## config.mk

```make
export PLATFORM = sky130hd
export DESIGN_NAME = instr_encoder
export DESIGN_NICKNAME = d
export VERILOG_FILES = /design/src/rtl/instr_encoder_pkg.sv /design/src/rtl/instr_pack.sv /design/src/rtl/instr_encoder.sv
export SDC_FILE = /design/constraint.sdc
export NUM_CORES = 1
export LEC_CHECK = 0
export CAP_MARGIN = 20
export CELL_PAD_IN_SITES_DETAIL_PLACEMENT = 0
export CELL_PAD_IN_SITES_GLOBAL_PLACEMENT = 1
export CORE_MARGIN = 2
export CORE_UTILIZATION = 37
export CTS_BUF_LIST = sky130_fd_sc_hd__clkbuf_4 sky130_fd_sc_hd__clkbuf_8
export CTS_CLUSTER_DIAMETER = 40
export DETAILED_ROUTE_END_ITERATION = 10
export PLACE_DENSITY = 0.81
export SKIP_LAST_GASP = 1
export SYNTH_ARGS = -nofsm -noshare
export SYNTH_HDL_FRONTEND = slang
export SYNTH_SLANG_ARGS = --single-unit
```

## constraint.sdc

```tcl
create_clock -name clk -period 1.54 [get_ports clk]
set_input_delay 0.308 -clock clk [delete_from_list [all_inputs] [get_ports clk]]
set_output_delay 0.308 -clock clk [all_outputs]
set_load 0.005 [all_outputs]
```

## src/rtl/instr_encoder_pkg.sv

```systemverilog
// Shared definitions for the RV32I instruction encoder.
// Format codes match the decode-side immediate extractor.
package instr_encoder_pkg;

  localparam logic [2:0] FMT_I = 3'b000;
  localparam logic [2:0] FMT_S = 3'b001;
  localparam logic [2:0] FMT_B = 3'b010;
  localparam logic [2:0] FMT_U = 3'b011;
  localparam logic [2:0] FMT_J = 3'b100;

  typedef logic [31:0] instr_t;

  // Fields captured by stage 1 and consumed by the packer.
  typedef struct packed {
    logic [2:0]  fmt;
    logic [31:0] imm;
    logic [6:0]  opcode;
    logic [4:0]  rd;
    logic [4:0]  rs1;
    logic [4:0]  rs2;
    logic [2:0]  funct3;
  } enc_fields_t;

  // True when v is a sign-extension of its low 'bits' bits.
  function automatic logic sign_fits(input logic [31:0] v, input int bits);
    logic ok;
    ok = 1'b1;
    for (int k = 0; k < 32; k++) begin
      if ((k >= bits - 1) && (v[k] != v[bits-1])) ok = 1'b0;
    end
    return ok;
  endfunction

endpackage

```

## src/rtl/instr_pack.sv

```systemverilog
// Combinational RV32I field packer with optional immediate range checker.
// Optional feature: IMM_RANGE_CHECK_EN (flags immediates that would be truncated).
module instr_pack
  import instr_encoder_pkg::*;
(
  input  enc_fields_t i_fields,
  output instr_t      o_instr,
  output logic        o_err
);

  instr_t w_word;
  logic   w_fmt_err;
  logic   w_range_err;

  // Scatter the immediate into its format-specific bit positions.
  always_comb begin
    w_word    = '0;
    w_fmt_err = 1'b0;
    case (i_fields.fmt)
      FMT_I: w_word = {i_fields.imm[11:0], i_fields.rs1, i_fields.funct3,
                       i_fields.rd, i_fields.opcode};
      FMT_S: w_word = {i_fields.imm[11:5], i_fields.rs2, i_fields.rs1,
                       i_fields.funct3, i_fields.imm[4:0], i_fields.opcode};
      FMT_B: w_word = {i_fields.imm[12], i_fields.imm[10:5], i_fields.rs2,
                       i_fields.rs1, i_fields.funct3, i_fields.imm[4:1],
                       i_fields.imm[11], i_fields.opcode};
      FMT_U: w_word = {i_fields.imm[31:12], i_fields.rd, i_fields.opcode};
      FMT_J: w_word = {i_fields.imm[20], i_fields.imm[10:1], i_fields.imm[11],
                       i_fields.imm[19:12], i_fields.rd, i_fields.opcode};
      default: w_fmt_err = 1'b1;
    endcase
  end

`ifdef IMM_RANGE_CHECK_EN
  // Flag immediates whose significant bits do not fit the encoded field.
  always_comb begin
    w_range_err = 1'b0;
    case (i_fields.fmt)
      FMT_I, FMT_S: w_range_err = !sign_fits(i_fields.imm, 12);
      FMT_B:        w_range_err = !sign_fits(i_fields.imm, 13) | i_fields.imm[0];
      FMT_J:        w_range_err = !sign_fits(i_fields.imm, 21) | i_fields.imm[0];
      FMT_U:        w_range_err = |i_fields.imm[11:0];
      default:      w_range_err = 1'b0;
    endcase
  end
`else
  assign w_range_err = 1'b0;
`endif

  // Any error forces an all-zero word so a bad encoding is never executable.
  always_comb begin
    o_err   = w_fmt_err | w_range_err;
    o_instr = o_err ? '0 : w_word;
  end

endmodule

```

## src/rtl/instr_encoder.sv

```systemverilog
// Two-stage valid/ready RV32I instruction encoder with handoff counter.
// Optional feature: IMM_RANGE_CHECK_EN (range checking inside instr_pack).
module instr_encoder
  import instr_encoder_pkg::*;
(
  input  logic        clk,
  input  logic        rst_n,
  input  logic        in_valid,
  output logic        in_ready,
  input  logic [2:0]  in_format,
  input  logic [31:0] in_imm,
  input  logic [6:0]  in_opcode,
  input  logic [4:0]  in_rd,
  input  logic [4:0]  in_rs1,
  input  logic [4:0]  in_rs2,
  input  logic [2:0]  in_funct3,
  input  logic [6:0]  in_funct7,
  output logic        out_valid,
  input  logic        out_ready,
  output logic [31:0] out_instr,
  output logic        out_err,
  output logic [15:0] enc_count
);

  logic        r_s1_valid;
  enc_fields_t r_s1_fields;
  logic        r_s2_valid;
  instr_t      r_s2_instr;
  logic        r_s2_err;
  logic [15:0] r_count;

  enc_fields_t w_in_fields;
  instr_t      w_pack_instr;
  logic        w_pack_err;
  logic        w_s2_adv;
  logic        w_handoff;
  logic        w_unused_funct7;

  // funct7 only matters for R-type, which this encoder does not produce.
  assign w_unused_funct7 = ^in_funct7;

  assign w_in_fields = '{fmt: in_format, imm: in_imm, opcode: in_opcode,
                         rd: in_rd, rs1: in_rs1, rs2: in_rs2, funct3: in_funct3};

  // Stage 2 can load when empty or when its word leaves this cycle; stage 1
  // drains into stage 2 under the same condition. Gating with rst_n keeps the
  // reset cycle free of accepts and handoffs.
  assign w_s2_adv  = !r_s2_valid | out_ready;
  assign in_ready  = rst_n & (!r_s1_valid | w_s2_adv);
  assign out_valid = rst_n & r_s2_valid;
  assign w_handoff = out_valid & out_ready;

  instr_pack u_pack (
    .i_fields (r_s1_fields),
    .o_instr  (w_pack_instr),
    .o_err    (w_pack_err)
  );

  // Stage 1: capture accepted input fields.
  always_ff @(posedge clk) begin
    if (!rst_n) begin
      r_s1_valid  <= 1'b0;
      r_s1_fields <= '0;
    end else if (in_ready) begin
      r_s1_valid <= in_valid;
      if (in_valid) r_s1_fields <= w_in_fields;
    end
  end

  // Stage 2: register the packed word; hold it while the consumer stalls.
  always_ff @(posedge clk) begin
    if (!rst_n) begin
      r_s2_valid <= 1'b0;
      r_s2_instr <= '0;
      r_s2_err   <= 1'b0;
    end else if (w_s2_adv) begin
      r_s2_valid <= r_s1_valid;
      if (r_s1_valid) begin
        r_s2_instr <= w_pack_instr;
        r_s2_err   <= w_pack_err;
      end
    end
  end

  // Count handoffs; wraps naturally at 16 bits.
  always_ff @(posedge clk) begin
    if (!rst_n) r_count <= '0;
    else if (w_handoff) r_count <= r_count + 16'd1;
  end

  assign out_instr = r_s2_instr;
  assign out_err   = r_s2_err;
  assign enc_count = r_count;

endmodule

```

==> flow_summary.toml <==
[logic_synthesis]
syn_area_mm2 = 0.00454
syn_avg_cell_area_um2 = 8.59
synth_commonest_cells = "111 x dfxtp_1, 72 x nand3_1, 62 x inv_1"
yosys_warnings = 0
synthCells = 528
syn_nets = 600
synth_cell_types = 47
synth_area_leaders = "dfxtp_1 49%, nand3_1 7.9%, o21ai_0 5.6%"
synth_edf_count = 0
yosysSeqAreaShare_pct = 49.0
yosysMostFrequentCell = "dfxtp_1"
synthFlopType = "dfxtp_1"
synth_top_cell_by_area = "dfxtp_1"
ys_ff_latch = 111
synth_top_area_share_pct = 49.0
async_reset_ff_share_pct = 0

[critical_path]
critical_path.endpoint_type = "register"
worstPathMaxFanout = 7
crit_slowest_cell = "dfxtp_4"
critical_path.max_stage_delay_ps = 370
cp_top_family = "buffers and inverters"
worst_ep_required_time_ps = 1810
crit_buf_inv = 3
worstSetupPathType = "reg2reg"
cp-start-kind = "register"
arrival_ps = 1810
crit_chain = "buf_6, nor2b_4, buf_6, nor2b_4, clkbuf_16, o211ai_1, o211a_1"

[global_route]
grt_pass1_wl_um = 18500
grt_max_degree = 52
grt_overflow_total = 0
grt_pass1_vias = 3949
grt_usage_pct = 17.4
antenna_found_initial = 0

[detailed_routing]
drt_iter0_drc = 275
drc = 0
routed_wl_um = 11800
viasPerCell = 5.06
ant_nets = 0
post_drt_wl_per_cell_um = 14.4
vias = 4172
drtPass1Iterations = 4

[layout]
final_util_pct = 55.5
area_growth_pct = 46.9
drive_gt1_share_pct = 20.6
fillers = 1102
regArea_mm2 = 0.00229
fin_cells = 825
finish.instance_area_mm2 = 0.00666
diodes = 0
nNetsFinal = 745
multi_input_area_mm2 = 0.00197

[sta]
max_freq_mhz = 650
slew_headroom_pct = 67.0
hold_viol = 0
finClkSkew_ps = 14.5
drv_slew = 0
worst_slack_ps = 1.49
rsz0062_at_grt = "yes"
min_period_ps = 1540
tightest_slew_ps = 495
report.final.setup_viol = 0
fin_crit_sh_pct = 99.9

[clock_tree]
clockBufferDepth = 2
htreeDepth = 3
clk_latency_ps = 370
clock-sinks = 111
cts_root_buf = "clkbuf_8"
cts_tree = "done"
cts_buffers = 9
clk_pin_slew_worst_paths_ps = 100

[min_path]
hold_path.class = "in2reg"

[placement]
io_buffers = 114
placed_cell_area_mm2 = 0.00599
dp.cells = 777
gp_congestion = 0.777
place_hpwl_um = 8040
dp_slack_ps = -462

[run_status]
status = "finished clean"

[die]
die_h_um = 115
row_count = 40
ios = 122
die_area_mm2 = 0.0132
core_mm2 = 0.0120
dieWidth_um = 115
initial_core_util_pct = 37.8

[power_and_ir_drop]
clockPowerShare_pct = 31.1
ir_drop_mv = 0.401
p_sw_share_pct = 25.6
p_sw_w = 0.00148
intPower_w = 0.00431
power.density_mw_per_mm2 = 869
seqPwrFrac_pct = 54.4
combPwrFrac_pct = 14.5
leakage_nw = 3.40

[flow_run]
maxCapViolations = 0
==> final cells by class <==
| type | instances | area share (%) |
|---|---|---|
| sequential | 111 | 34.4 |
| multi-input combinational | 314 | 29.6 |
| timing repair buffer | 175 | 26.7 |
| inverter | 62 | 3.49 |
| tap | 147 | 2.76 |
| clock buffer | 10 | 2.07 |
| clock inverter | 6 | 1.01 |
==> kinds of logic (layout without fill, tap and decap cells) <==
group,after synthesis,after routing,synth area share [%]
xor+xnor,9,9,1.90
flops,111,111,49.0
simple gates,152,152,17.9
buf+inv,103,253,9.07
mux,9,9,2.01
fa+ha+maj,1,1,0.276
compound gates,143,143,19.9
==> routing by layer <==
metal | track usage [%] | share of wire [%]
met5 | 0 | 0
met4 | 5.62 | 1.1
met3 | 2.69 | 4.0
met2 | 30.5 | 49
met1 | 22.1 | 46
==> worst paths after layout <==
check	startpoint	end	slack, ps	depth (start not counted)
max reg2reg	r_s2_valid	out_instr[10]	1	7
min	rst_n	r_s2_valid	240	2
min reg2reg	r_s1_fields[53]	r_s1_fields[53]	470	2
max	r_s2_valid	out_instr[10]	1	7
==> cell usage in the layout (no fill, tap or decap), types with 14 or more instances in the layout <==
cell type,synthesis,routed
dfxtp_2,0,43
dlymetal6s2s_1,0,32
nor2_1,16,16
inv_1,62,62
clkdlybuf4s50_1,0,64
o21ai_1,30,31
dfxtp_1,111,64
o21ai_0,51,50
nand2_1,17,17
buf_4,2,50
nand3_1,72,71
dlygate4sd2_1,0,16
a22oi_1,14,14
==> worst reg2reg max path, delay by kind of cell, from the launching register on <==
| family | cells | cell delay, ps |
|---|---|---|
| and+or+nand+nor | 2 | 390 |
| AOI/OAI and AO/OA | 2 | 220 |
| DFF | 1 | 370 |
| buffers and inverters | 3 | 470 |
==> registers in the layout (all words and copies together) (netlist names) <==
register     flops
out_instr       32
out_err          1
r_s1_fields     60
r_s2_valid       1
enc_count       16
r_s1_valid       1
==> power groups by stage <==
stage	clock (W)	sequential [W]	combinational, W
2_1_floorplan	0	0.00319	0.000378
3_3_place_gp	0	0.00321	0.000787
3_5_place_dp	0	0.00321	0.000799
4_1_cts	0.00184	0.00315	0.000803
5_1_grt	0.00199	0.00317	0.000922
6_report	0.00180	0.00315	0.000837
==> what timing repair did <==
item / in CTS / in global routing
pin swaps: 0 / 4
cloned: 0 / 3
resized for setup: 63 / 54
hold buffers: 0 / 0
buffers inserted: 21 / 10
setup endpoints to repair: 54 / 67
hold endpoints to repair: 0 / 0
==> stage by stage <==
step,setup TNS [ps],power (W),hold slack (ps)
3_3_place_gp,-22580,0.00399,448
4_1_cts,-33.9,0.00579,220
6_report,0,0.00579,242
5_1_grt,-437,0.00608,221
2_1_floorplan,0,0.00357,437
3_5_place_dp,-26220,0.00401,454
(Power assumes the default switching activity.)
